[src/rtl/gcd_pkg.sv]
// Shared types and constants for the subtractive-Euclid GCD engine.
// Optional build macro: GCD_RESTART_EN (start during RUN restarts the job).
package gcd_pkg;

    localparam int GCD_WIDTH = 16;

    typedef enum logic [1:0] {
        IDLE = 2'd0,
        RUN  = 2'd1,
        DONE = 2'd2
    } state_t;

endpackage

[src/rtl/gcd_if.sv]
// Host-side bundle of the GCD engine: operands, start strobe, result, done.
// The host drives through master; the engine attaches through slave.
interface gcd_if #(
    parameter int WIDTH = 16
);
    logic             start;
    logic [WIDTH-1:0] Ain;
    logic [WIDTH-1:0] Bin;
    logic [WIDTH-1:0] answer;
    logic             done;

    modport master (
        output start, Ain, Bin,
        input  answer, done
    );

    modport slave (
        input  start, Ain, Bin,
        output answer, done
    );
endinterface

[src/rtl/gcd_datapath.sv]
// Operand registers, comparator flags and one shared subtractor.
// The larger operand is always the one reduced, so no underflow occurs.
module gcd_datapath
    import gcd_pkg::*;
#(
    parameter int WIDTH = GCD_WIDTH
) (
    input  logic             clk,
    input  logic             rst_n,
    input  logic             load,
    input  logic             step,
    input  logic [WIDTH-1:0] ain,
    input  logic [WIDTH-1:0] bin,
    output logic [WIDTH-1:0] a,
    output logic [WIDTH-1:0] b,
    output logic             a_zero,
    output logic             b_zero,
    output logic             eq,
    output logic             gt
);

    logic [WIDTH-1:0] diff;

    // Comparator flags and larger-minus-smaller difference
    always_comb begin
        a_zero = (a == '0);
        b_zero = (b == '0);
        eq     = (a == b);
        gt     = (a > b);
        diff   = gt ? (a - b) : (b - a);
    end

    // Load operands on accept, otherwise reduce the larger one per step
    always_ff @(posedge clk or negedge rst_n) begin
        if (!rst_n) begin
            a <= '0;
            b <= '0;
        end else if (load) begin
            a <= ain;
            b <= bin;
        end else if (step) begin
            if (gt) begin
                a <= diff;
            end else begin
                b <= diff;
            end
        end
    end

endmodule

[src/rtl/gcd.sv]
// GCD engine top: control FSM plus registered answer and done flag.
// Build macro GCD_RESTART_EN lets a start in RUN reload and restart.
module gcd
    import gcd_pkg::*;
#(
    parameter int WIDTH = GCD_WIDTH
) (
    input  logic  clk,
    input  logic  rst_n,
    gcd_if.slave  bus
);

    state_t           state;
    logic             load;
    logic             step;
    logic [WIDTH-1:0] a;
    logic [WIDTH-1:0] b;
    logic             a_zero;
    logic             b_zero;
    logic             eq;
    logic             gt;

`ifdef GCD_RESTART_EN
    assign load = bus.start;
`else
    assign load = bus.start && (state != RUN);
`endif

    assign step = (state == RUN) && !load && !a_zero && !b_zero && !eq;

    gcd_datapath #(.WIDTH(WIDTH)) u_dp (
        .clk    (clk),
        .rst_n  (rst_n),
        .load   (load),
        .step   (step),
        .ain    (bus.Ain),
        .bin    (bus.Bin),
        .a      (a),
        .b      (b),
        .a_zero (a_zero),
        .b_zero (b_zero),
        .eq     (eq),
        .gt     (gt)
    );

    // Control FSM; answer and done are registered here
    always_ff @(posedge clk or negedge rst_n) begin
        if (!rst_n) begin
            state      <= IDLE;
            bus.answer <= '0;
            bus.done   <= 1'b0;
        end else begin
            case (state)
                IDLE, DONE: begin
                    if (bus.start) begin
                        state    <= RUN;
                        bus.done <= 1'b0;
                    end
                end
                RUN: begin
                    if (load) begin
                        state <= RUN;
                    end else if (a_zero) begin
                        bus.answer <= b;
                        bus.done   <= 1'b1;
                        state      <= DONE;
                    end else if (b_zero || eq) begin
                        bus.answer <= a;
                        bus.done   <= 1'b1;
                        state      <= DONE;
                    end
                end
                default: begin
                    state    <= IDLE;
                    bus.done <= 1'b0;
                end
            endcase
        end
    end

endmodule

[src/flat_wrapper.sv]
// flat-port wrapper written by rule: the top's interface ports become plain ports
module gcd_flat import gcd_pkg::*;
#(
    parameter int WIDTH = GCD_WIDTH
)
  (clk, rst_n, bus_start, bus_Ain, bus_Bin, bus_answer, bus_done);
  gcd_if #(.WIDTH(WIDTH)) bus_i ();
  input  logic clk;
  input  logic rst_n;
  input wire logic [$bits(bus_i.start)-1:0] bus_start;
  input wire logic [$bits(bus_i.Ain)-1:0] bus_Ain;
  input wire logic [$bits(bus_i.Bin)-1:0] bus_Bin;
  output wire logic [$bits(bus_i.answer)-1:0] bus_answer;
  output wire logic [$bits(bus_i.done)-1:0] bus_done;
  assign bus_i.start = bus_start;
  assign bus_i.Ain = bus_Ain;
  assign bus_i.Bin = bus_Bin;
  assign bus_answer = bus_i.answer;
  assign bus_done = bus_i.done;
  gcd #(.WIDTH(WIDTH)) u_core (.clk(clk), .rst_n(rst_n), .bus(bus_i));
endmodule
[config.mk]
export PLATFORM = sky130hd
export DESIGN_NAME = gcd_flat
export DESIGN_NICKNAME = d
export VERILOG_FILES = /design/src/rtl/gcd_pkg.sv /design/src/rtl/gcd_if.sv /design/src/rtl/gcd_datapath.sv /design/src/rtl/gcd.sv /design/src/flat_wrapper.sv
export SDC_FILE = /design/constraint.sdc
export NUM_CORES = 1
export LEC_CHECK = 0
export ABC_AREA = 1
export CAP_MARGIN = 20
export CORE_ASPECT_RATIO = 1.4
export CORE_MARGIN = 2
export CORE_UTILIZATION = 35
export DETAILED_ROUTE_END_ITERATION = 8
export GPL_TIMING_DRIVEN = 0
export SLEW_MARGIN = 20
export SYNTH_ARGS = -nofsm -noshare
export SYNTH_HDL_FRONTEND = slang
export SYNTH_SLANG_ARGS = --single-unit
[constraint.sdc]
create_clock -name clk -period 2.6 [get_ports clk]
set_input_delay 0.78 -clock clk [delete_from_list [all_inputs] [get_ports clk]]
set_output_delay 0.78 -clock clk [all_outputs]
set_load 0.005 [all_outputs]
==> impl_metrics.yaml, run 1 <==
clocking:
  clk_path_buf_depth: 2
  cts_sinks: 51
  clock_latency_ns: 0.29
  tritoncts: "built"
  h-tree-depth: 2
  cts_buffers: 5
  clk_pin_slew_ns: 0.07
  cts_root_buf: "clkbuf_16"
grt:
  grt_antenna_before_repair: 0
  grt_pass1_wl_um: 23900
  grtUsageTotal_pct: 21.6
  grt_max_degree: 52
  grt_pass1_vias: 4684
  grt_overflow: 0
yosys:
  synth_enable_flop_cells: 0
  syn_inst: 769
  synth_ff_type: "dfrtp_1"
  synth_area_um2: 4800
  seq_area_frac_synth_pct: 26.6
  synthDistinctLibCells: 34
  ys_seq_elements: 51
  syn_area_per_cell_um2: 6.25
  yosys_warnings: 0
  synth.net_count: 837
  synthArstFlopShare_pct: 100
cells_and_area:
  drive_above_1_share_pct: 10.7
  layout.nets: 902
  instances_no_fill: 1017
  fin_util_pct: 43.5
  area.sequential_um2: 1280
  final_cell_mix: "258 x nand2_1, 110 x inv_1, 99 x nor2_1"
  multi_input_area_um2: 2930
  synthToLayoutAreaGrowth_pct: 21.2
  mostFrequentLayoutCell: "nand2_1"
  fillers: 1469
  antennaDiodeCount: 0
sta:
  rsz0062_at_grt: "true"
  drv_slew: 0
  period_share_pct: 94.6
  whs_ns: 0.484
  worst_pin_slew_ns: 0.660
  relSlewSlack_pct: 56.0
  fmax_mhz: 407
  period_minus_slack_ns: 2.46
  finClkSkew_ns: 0.00310
  final_hold_viol_count: 0
  finalSetupViolCount: 0
placed_design:
  placed_cells: 1002
  place.detailed.hpwl_um: 12400
  port_buffers: 51
  place_congestion: 0.868
floorplan:
  die_height_um: 143
  die_width_um: 103
  initial_core_util_pct: 35.9
  rows: 50
  core_um2: 13400
  top_level_ports: 52
  dieArea_um2: 14700
setup_path:
  path_max_fanout: 10
  critical_path.max_stage_delay_ns: 0.44
  critPathMostFrequentCell: "nand2_1"
  crit_path_end_kind: "flop"
  arrival_ns: 2.64
  crit_type: "flop to flop"
  required_ns: 2.78
  slowest_stage: "dfrtp_1"
  crit_path_cell_trace: "inv_1 > ha_2 > nand2_1 > inv_2 > nand2_2 > nor2_4 > nand3_2 > buf_6 > nand3_2 > buf_6 > inv_6 > nand2_1 > nand2_1 > nor2_1 > nor2_1"
  cp-start-kind: "flop"
drt:
  antenna_left: 0
  vias_per_cell: 4.84
  wl_um: 15300
  vias: 4922
  wl_per_cell_um: 15.0
  drtIter0Drc: 276
  drc: 0
  dr.pass1.iters: 5
job:
  maxCapViolCount: 0
status:
  outcome: "completed"
worst_hold_path:
  holdCritPathClass: "flop to flop"
stage by stage:
| step | TNS, ns | setup slack [ns] | area [um^2] |
|---|---|---|---|
| 2_1_floorplan | 0 | 0.365 | 4800 |
| 5_1_grt | -0.0258 | -0.0129 | 5820 |
| 3_5_place_dp | -6.10 | -0.255 | 5540 |
| 4_1_cts | 0 | 0.00900 | 5740 |
| 6_report | 0 | 0.141 | 5820 |
| 3_3_place_gp | -49.70 | -0.858 | 5540 |
registers in the layout, summed over array words and instances (netlist names):
signal,count
u_core.bus.answer,16
u_core.state,2
u_core.u_dp.b,16
u_core.bus.done,1
u_core.u_dp.a,16
synth_stat cells, types with 2 or more instances:
library cell	instances	area (um^2)
dfrtp_1	51	1280
o21ai_0	9	45.0
nand4_1	15	93.8
nand3_1	75	375
nand2_2	6	37.5
nand2_1	264	991
nor2_1	100	375
buf_4	4	30.0
buf_6	8	90.1
a21oi_1	18	90.1
ha_1	31	388
nor2_2	2	12.5
buf_2	8	40.0
and2_1	3	18.8
xor2_1	11	96.3
inv_2	6	22.5
nor2_4	2	22.5
fa_1	2	40.0
inv_1	111	417
a31oi_1	10	62.6
a31oi_2	5	62.6
clkbuf_1	4	15.0
nand3_2	3	30.0
o21ai_1	7	35.0
nand2_4	5	56.3
per-layer routing:
layer / global-route usage (%) / vias up / wire, um
met5: 0 / - / 0
met4: 9.35 / 0 / 556
met3: 1.66 / 29 / 490
met2: 37.0 / 118 / 7570
met1: 27.4 / 2262 / 6670
li1: - / 2513 / -
critical path: cells and delay by family (launching register included):
kind / cells / cell delay, ns
adder cells (fa/ha/maj): 1 / 0.41
buffers and inverters: 5 / 0.58
flip-flops: 1 / 0.44
AND/OR/NAND/NOR: 9 / 0.92
path summary, 6_finish.rpt:
kind	from	end	slack [ns]	cells past startpoint
max	u_core.u_dp.b[9]	u_core.u_dp.b[13]	0.14	15
min	u_core.bus.done	u_core.bus.done	0.48	2
max reg2reg	u_core.u_dp.b[9]	u_core.u_dp.b[13]	0.14	15
min reg2reg	u_core.bus.done	u_core.bus.done	0.48	2
max in group asynchronous	rst_n	u_core.u_dp.b[12]	1.60	1
min in group asynchronous	rst_n	u_core.bus.answer[2]	0.51	1
cell families (layout without fill, tap and decap cells):
logic type	Yosys count	in the layout	share of synthesized area, %
flops	51	51	26.6
simple gates	478	478	42.4
compound gates	50	50	6.48
xor+xnor	12	12	2.19
fa+ha+maj	33	33	8.91
buf+inv	145	211	13.4
repair_timing:
action,4_1_cts,5_1_grt
hold buffers,0,0
setup endpoints to repair,31,33
pin swaps,0,1
gates resized for setup,8,13
setup buffers,1,6
layout make-up:
cell class                      count  share of cell area (%)
Buffer                             26                    3.44
Clock buffer                        6                    2.39
Clock inverter                      2                   0.602
Inverter                          119                    7.78
Multi-Input combinational cell    573                    50.3
Sequential cell                    51                    22.0
Tap cell                          182                    3.91
Timing Repair Buffer               58                    9.63
Power of run 1 is not shown: default switching activity piles up to over one toggle a cycle in this logic, so the estimate is an artifact.
==> run 2, diff against run 1 <==
==> constraint.sdc (replaced) <==
create_clock -name clk -period 2.95 [get_ports clk]
set_input_delay 0.885 -clock clk [delete_from_list [all_inputs] [get_ports clk]]
set_output_delay 0.885 -clock clk [all_outputs]
set_load 0.005 [all_outputs]
==> run 2 against run 1 <==
Compared with the run above: via count down 0.73%; maximum frequency down 11%; die area unchanged; non-clock buffer count is 7 lower; clock skew increased by 0.00082 ns; critical path type unchanged; critical endpoint is now u_core.u_dp.b[9]; highest routed layer unchanged.
==> impl_metrics.yaml, run 2 (synthesized netlist as in run 1, its figures left out) <==
status:
  outcome: "completed"
clocking:
  clk_path_buf_depth: 2
  cts_resized: 0
  ctsHoldBuffers: 0
  post_cts_buffers: 0
  cts_root_buf: "clkbuf_16"
  clock_latency_ns: 0.29
  h-tree-depth: 2
  clk_pin_slew_ns: 0.07
  cts_buffers: 5
  cts_sinks: 51
  tritoncts: "built"
sta:
  period_share_pct: 93.9
  drv_slew: 0
  fmax_mhz: 361
  rsz0062_at_grt: "false"
  finClkSkew_ns: 0.00392
  period_minus_slack_ns: 2.77
  relSlewSlack_pct: 55.5
  final_hold_viol_count: 0
  whs_ns: 0.484
  worst_pin_slew_ns: 0.668
  finalSetupViolCount: 0
drt:
  drc: 0
  wl_um: 15200
  vias_per_cell: 4.84
  dr.pass1.iters: 5
  antenna_left: 0
  vias: 4886
  drtIter0Drc: 279
  wl_per_cell_um: 15.1
cells_and_area:
  fin_util_pct: 42.8
  top_regs: "u_core.bus.answer x16, u_core.u_dp.a x16, u_core.u_dp.b x16"
  antennaDiodeCount: 0
  synthToLayoutAreaGrowth_pct: 19.2
  mostFrequentLayoutCell: "nand2_1"
  finish.instance_area_um2: 5730
  area.sequential_um2: 1280
  fillers: 1480
  final_cell_mix: "262 x nand2_1, 110 x inv_1, 100 x nor2_1"
  drive_above_1_share_pct: 8.21
  multi_input_area_um2: 2900
  layout.nets: 895
grt:
  grt_max_degree: 52
  grt_antenna_before_repair: 0
  grt_pass1_wl_um: 23800
  grt_pass1_vias: 4635
  grt_overflow: 0
  grtUsageTotal_pct: 21.5
setup_path:
  crit_type: "flop to flop"
  cp-start-kind: "flop"
  path_max_fanout: 10
  required_ns: 3.17
  arrival_ns: 2.99
  crit_path_end_kind: "flop"
placed_design:
  place.detailed.hpwl_um: 12400
  placed_cell_area_um2: 5540
  port_buffers: 51
  place_congestion: 0.868
floorplan:
  die_height_um: 143
  rows: 50
  initial_core_util_pct: 35.9
  die_width_um: 103
  dieArea_um2: 14700
  top_level_ports: 52
  core_um2: 13400
job:
  maxCapViolCount: 0
worst_hold_path:
  holdCritPathClass: "flop to flop"
==> run 2: cell types whose count changed in the layout (fill, tap and decap cells not counted), moves of 2 or more <==
cell / before / now
buf_2: 6 / 8
buf_4: 12 / 5
clkbuf_4: 2 / 0
dfrtp_1: 49 / 51
dfrtp_2: 2 / 0
ha_1: 26 / 31
ha_2: 4 / 0
nand2_1: 258 / 262
nand2_2: 12 / 8
==> run 2: metal layers <==
layer	GRT usage, %	vias up	wire (um)
met2	36.9	110	7490
met1	27.4	2251	6610
li1	-	2497	-
met4	8.93	0	540
met5	0	-	0
met3	1.66	28	583
==> run 2: worst paths after layout <==
kind | startpoint | to | slack (ns) | cells after the start
max reg2reg | u_core.u_dp.a[0] | u_core.u_dp.b[9] | 0.18 | 17
min | u_core.bus.done | u_core.bus.done | 0.48 | 2
min in group asynchronous | rst_n | u_core.bus.answer[2] | 0.61 | 1
max in group asynchronous | rst_n | u_core.u_dp.b[15] | 1.87 | 1
min reg2reg | u_core.bus.done | u_core.bus.done | 0.48 | 2
max | u_core.u_dp.a[0] | u_core.u_dp.b[9] | 0.18 | 17
==> run 2: critical path, cell delays in order, from the launching register on <==
cell     delay [ns]
dfrtp_1        0.37
inv_1          0.08
ha_1           0.25
fa_1           0.48
inv_2          0.11
nand3_1        0.08
nand2_2        0.13
nand2_1        0.06
nand2_1        0.11
nand2_2        0.10
nand2_8        0.12
nand3_2        0.10
buf_6          0.16
inv_4          0.12
nand2_1        0.06
nand2_1        0.19
nor2_1         0.06
nor2_1         0.09
==> run 2: area by class of cell <==
cell class / instances / share of cell area (%)
clock buffers: 6 / 2.42
clock inverters: 2 / 0.612
well taps: 182 / 3.98
plain buffers: 26 / 3.41
repair buffers: 51 / 8.87
multi-input cells: 573 / 50.6
flip-flops and latches: 51 / 22.3
inverters: 119 / 7.86
==> run 2: per-stage QoR <==
step,setup slack [ns],instances,setup TNS (ns)
after floorplan,0.715,769,0
after global placement,-0.613,1002,-30.91
after detailed placement,-0.0102,1002,-0.0419
after CTS,0.111,1010,0
after global routing,0.0104,1010,0
final,0.181,1010,0
Power of run 2 is left out for the same reason.
==> run 3, diff against run 2 <==
==> constraint.sdc (replaced) <==
create_clock -name clk -period 2.95 [get_ports clk]
set_input_delay 0.885 -clock clk [delete_from_list [all_inputs] [get_ports clk]]
set_output_delay 0.885 -clock clk [all_outputs]
set_load 0.05 [all_outputs]
==> results of run 3 <==
Final layout, timing and power as in run 2 (identical DEF).
Power of run 3 is left out for the same reason.
